[src/rtl/logic_unit_pkg.sv]
// Shared definitions for the bitwise logic unit: op encodings and buffer depth.
package logic_unit_pkg;

  localparam logic [2:0] OP_AND   = 3'b000;
  localparam logic [2:0] OP_OR    = 3'b001;
  localparam logic [2:0] OP_XOR   = 3'b010;
  localparam logic [2:0] OP_XNOR  = 3'b011;
  localparam logic [2:0] OP_ANDN  = 3'b100;
  localparam logic [2:0] OP_ORN   = 3'b101;
  localparam logic [2:0] OP_PASSA = 3'b110;
  localparam logic [2:0] OP_NOTA  = 3'b111;

  localparam int LU_DEPTH = 2;

endpackage

[src/rtl/logic_op_nbit.sv]
// Purely combinational 8-way bitwise operator on WIDTH-bit operands.
module logic_op_nbit
  import logic_unit_pkg::*;
#(
  parameter int WIDTH = 16
) (
  input  logic [2:0]       op_i,
  input  logic [WIDTH-1:0] a_i,
  input  logic [WIDTH-1:0] b_i,
  output logic [WIDTH-1:0] y_o
);

  // NOTE: assigning a default before the case keeps every path driven, so no latch is inferred.
  always_comb begin
    y_o = '0;
    unique case (op_i)
      OP_AND:   y_o = a_i & b_i;
      OP_OR:    y_o = a_i | b_i;
      OP_XOR:   y_o = a_i ^ b_i;
      OP_XNOR:  y_o = ~(a_i ^ b_i);
      OP_ANDN:  y_o = a_i & ~b_i;
      OP_ORN:   y_o = a_i | ~b_i;
      OP_PASSA: y_o = a_i;
      OP_NOTA:  y_o = ~a_i;
      default:  y_o = '0;
    endcase
  end

endmodule

[src/rtl/logic_unit_pipe.sv]
// Bitwise logic unit with a 2-entry valid/ready result FIFO and an XOR checksum accumulator.
module logic_unit_pipe
  import logic_unit_pkg::*;
#(
  parameter int WIDTH = 16,
  parameter int DEPTH = LU_DEPTH
) (
  input  logic             clk,
  input  logic             rst,
  input  logic             in_valid,
  output logic             in_ready,
  input  logic [2:0]       op,
  input  logic [WIDTH-1:0] a,
  input  logic [WIDTH-1:0] b,
  input  logic             acc_en,
  input  logic             acc_clr,
  output logic             out_valid,
  input  logic             out_ready,
  output logic [WIDTH-1:0] out,
  output logic             out_zero,
  output logic [WIDTH-1:0] acc_out
);

  if (DEPTH != LU_DEPTH || WIDTH < 1) begin : g_param_check
    $error("logic_unit_pipe: DEPTH must be 2 and WIDTH at least 1");
  end

  localparam logic [1:0] FULL = 2'(DEPTH);

  logic [1:0]       count_q, count_d;
  logic             head_q, head_d;
  logic             tail_q, tail_d;
  logic [WIDTH-1:0] acc_q, acc_d;
  logic [WIDTH-1:0] buf_q [2];
  logic [WIDTH-1:0] result;
  logic             push, pop;

  logic_op_nbit #(.WIDTH(WIDTH)) u_op (
    .op_i (op),
    .a_i  (a),
    .b_i  (b),
    .y_o  (result)
  );

  assign in_ready  = (count_q != FULL) & ~rst;
  assign out_valid = (count_q != 2'd0);
  assign push      = in_valid & in_ready;
  assign pop       = out_valid & out_ready;

  // Empty buffer presents zero so stale entries never leak onto out.
  assign out      = out_valid ? buf_q[head_q] : '0;
  assign out_zero = (out == '0);
  assign acc_out  = acc_q;

  always_comb begin
    count_d = count_q;
    head_d  = head_q;
    tail_d  = tail_q;
    acc_d   = acc_q;

    if (push) tail_d = ~tail_q;
    if (pop)  head_d = ~head_q;

    unique case ({push, pop})
      2'b10:   count_d = count_q + 2'd1;
      2'b01:   count_d = count_q - 2'd1;
      default: count_d = count_q;
    endcase

    // Clear dominates, but a result folded in on the same cycle survives it.
    if (acc_clr)              acc_d = (push & acc_en) ? result : '0;
    else if (push & acc_en)   acc_d = acc_q ^ result;
  end

  // NOTE: state registers use non-blocking assignments so every flop samples pre-edge values.
  always_ff @(posedge clk) begin
    if (rst) begin
      count_q <= 2'd0;
      head_q  <= 1'b0;
      tail_q  <= 1'b0;
      acc_q   <= '0;
    end else begin
      count_q <= count_d;
      head_q  <= head_d;
      tail_q  <= tail_d;
      acc_q   <= acc_d;
    end
  end

  // NOTE: the two buffer entries are cleared on reset so the storage starts in a known state.
  always_ff @(posedge clk) begin
    if (rst) begin
      buf_q[0] <= '0;
      buf_q[1] <= '0;
    end else if (push) begin
      buf_q[tail_q] <= result;
    end
  end

endmodule

[config.mk]
export PLATFORM = sky130hd
export DESIGN_NAME = logic_unit_pipe
export DESIGN_NICKNAME = d
export VERILOG_FILES = /design/src/rtl/logic_unit_pkg.sv /design/src/rtl/logic_op_nbit.sv /design/src/rtl/logic_unit_pipe.sv
export SDC_FILE = /design/constraint.sdc
export NUM_CORES = 1
export LEC_CHECK = 0
export ABC_CLOCK_PERIOD_IN_PS = 1900
export CAP_MARGIN = 20
export CORE_MARGIN = 1.5
export CORE_UTILIZATION = 47
export CTS_CLUSTER_DIAMETER = 30
export DETAILED_ROUTE_END_ITERATION = 8
export PLACE_DENSITY = 0.86
export SLEW_MARGIN = 20
export SYNTH_ARGS = -nofsm -noshare
export SYNTH_HDL_FRONTEND = slang
export SYNTH_SLANG_ARGS = --single-unit
[constraint.sdc]
create_clock -name clk -period 1.9 [get_ports clk]
set_input_delay 0.38 -clock clk [delete_from_list [all_inputs] [get_ports clk]]
set_output_delay 0.38 -clock clk [all_outputs]
set_load 0.1 [all_outputs]
==> run summary <==
Synth warnings = 0
HP Class = flop to flop
Final Skew = 0.0168 ns
Post-synth EDFFs = 32
LEAKAGE = 2.24 nW
Clock slew at reported path FFs = 0.09 ns
Initial Util = 0.487
Predominant post-synthesis flop cell = edfxtp_1
Max Root-Sink Buffers = 2
Area share of fa/ha/maj cells after synthesis = 0.0150
Seq/Total Area, Yosys = 0.367
RSZ-0062 raised after global routing = true
Max Slew Vio Count = 0
Area contributors post-synth = edfxtp_1 26%, dfxtp_1 11%, nor2_1 9.9%, nand2b_1 6.0%, o211ai_2 4.7%
Non-filler cells in the finished layout = 642
Fin Hold WS = 0.518 ns
Wirelength per Cell = 17.6 um
Die area = 8560 sq um
RD Place Congestion = 0.807
Site row count = 32
Largest net degree at the start of global routing = 36
Setup TNS = -0.541 ns
Layout cell share with drive strength beyond 1 = 0.356
Placed Cells = 628
Final WL = 11,300 um
Largest family of logic cells by synthesized area = simple AND/OR/NAND/NOR gates
Util after Layout = 0.748
Tmin final = 2.29 ns
Max cap viols = 0
Vias in the first global route = 3,638
Io pins = 76
Post-synth ARST share = 0
Post-Synthesis Cell Area = 3760 sq um
Syn nets = 458
Combinational Power Share = 0.648
Initial antenna violation count = 0
Synth Instances = 416
Status = finished, violations left
Startpoint Class = flop
Clock share of power = 0.108
Cell Int Power = 3.28 mW
Critical path fanouts, max = 10
Area leader, netlist = edfxtp_1
Core footprint = 7730 sq um
Root cell of the clock tree = clkbuf_8
Sequential share of power = 0.244
Worst vdd ir = 0.000534 V
DR vias/cell = 5.87
DRC errors left = 0
Most frequent cell after synthesis = nor2_1
Skew-Pair Late Insertion Delay = 0.32 ns
Net Sw Frac = 0.456
Failing checks = setup timing
First-pass detailed-route iteration total = 5
Synth Area in XOR/XNOR = 0.0163
Die Span Y = 92.5 um
F_max = 0.436 GHz
Synth top area share = 0.255
Port Buffers = 75
Worst slew margin = 0.759
Compound-gate portion of the synthesized area = 0.181
Congestion Overflow GR = 0
Num CTS Buffers = 5
Yosys reg bits = 53
HPWL after DPL = 7790 um
Filler instances = 494
Die Span X = 92.5 um
First-pass GRT wire length = 17,200 um
Clk sinks = 53
CTS tree = done
Initial drt markers = 271
Arrival @ worst endpoint = 1.91 ns
# diodes = 0
H-Tree Level Count = 2
Synthesis-to-layout area growth = 53.6%
Setup Viol. Count Final = 5
Routed Antenna Nets = 0
Setup slack after layout = -0.392 ns
Routed via count = 3,771
Synth unique cells = 45
Total global-route track usage = 0.256
Worst setup EP type = output pin
Net Switching = 2.75 mW
Synth Area in Simple Gates = 0.278
Nets@finish = 581
Least-Margin Pin Slew = 0.360 ns
Mean Syn Cell Area = 9.05 sq um
CP required = 1.52 ns
Final hold violations = 0
Power Density = 1040 nW/um^2
Proportion of synthesized area in mux cells = 0.0914
Synth cell count leaders = 99 x nor2_1, 36 x nand2b_1, 32 x edfxtp_1, 21 x dfxtp_1, 21 x nand2_1
Worst setup path class = flop to output pin
Place WS = -0.393 ns
Period utilisation layout = 1.21
-- critical path, stage by stage (launching register included) --
cell	delay [ns]
dfxtp_4	0.40
buf_12	0.17
mux2i_4	0.26
nor2_4	0.05
nor4_2	0.27
and4_4	0.27
buf_12	0.17
-- kinds of logic after synthesis --
| group | count (synthesis) |
|---|---|
| AND/OR/NAND/NOR | 209 |
| XOR/XNOR | 7 |
| buffers and inverters | 35 |
| AO/OA/AOI/OAI | 75 |
| flip-flops | 53 |
| adder cells (fa/ha/maj) | 5 |
| multiplexers | 32 |
-- flip-flops by register name, summed over array words and instances, names as in the netlist, named ones only --
signal / cells
acc_out: 16
buf_q: 32
count_q: 2
head_q: 1
tail_q: 1
-- power groups by stage --
stage / combinational [mW] / sequential, mW / clock [mW]
final: 3.90 / 1.47 / 0.653
after global routing: 4.05 / 1.48 / 0.690
after CTS: 3.74 / 1.46 / 0.641
after detailed placement: 3.53 / 1.46 / 0
after global placement: 3.43 / 1.45 / 0
after floorplan: 2.04 / 1.60 / 0
-- through the flow --
step | instance area, sq um | power [mW]
final | 5780 | 6.03
after global routing | 5780 | 6.22
after CTS | 5680 | 5.84
after detailed placement | 5450 | 4.99
after global placement | 5450 | 4.88
after floorplan | 3910 | 3.64
-- final timing paths --
kind | cells after the start | to | slack [ns] | startpoint
max | 6 | out_zero | -0.39 | flop
min | 2 | count_q[1] | 0.52 | count_q[1]
max reg2reg | 8 | acc_out[13] | 0.10 | count_q[0]
min reg2reg | 2 | count_q[1] | 0.52 | count_q[1]
-- cell type report --
class / count / area (sq um) / area share
tap: 102 / 128 / 0.0221
multi-input combinational: 328 / 2460 / 0.425
timing repair buffer: 148 / 1710 / 0.296
inverter: 3 / 11.3 / 0.00195
sequential: 53 / 1390 / 0.240
clock buffer: 6 / 72.6 / 0.0126
clock inverter: 2 / 13.8 / 0.00238
-- cell usage in the layout, fill, tap and decap left out, types with 16 or more instances in the layout --
cell type and instances:
nand2b_1 36, clkdlybuf4s50_1 37, nand2_1 21, buf_4 64
and3_1 16, edfxtp_1 32, buf_12 38, nor2_1 82
o2bb2ai_1 16, dfxtp_1 18
-- what timing repair did --
action | 4_1_cts | 5_1_grt
gates resized for setup | 23 | 16
pin swaps | 5 | 2
hold buffers | 0 | 0
hold endpoints to repair | 0 | 0
endpoints found under the setup margin | 18 | 44
setup buffers | 5 | 1
-- metal layers --
metal	up-vias	global-route usage	share of wire	wire, um
li1	1738	-	-	-
met2	176	0.495	0.54	6100
met4	0	0.112	0.040	449
met1	1819	0.277	0.37	4170
met5	-	0	0	0
met3	38	0.0271	0.051	576
(Power assumes the default switching activity.)
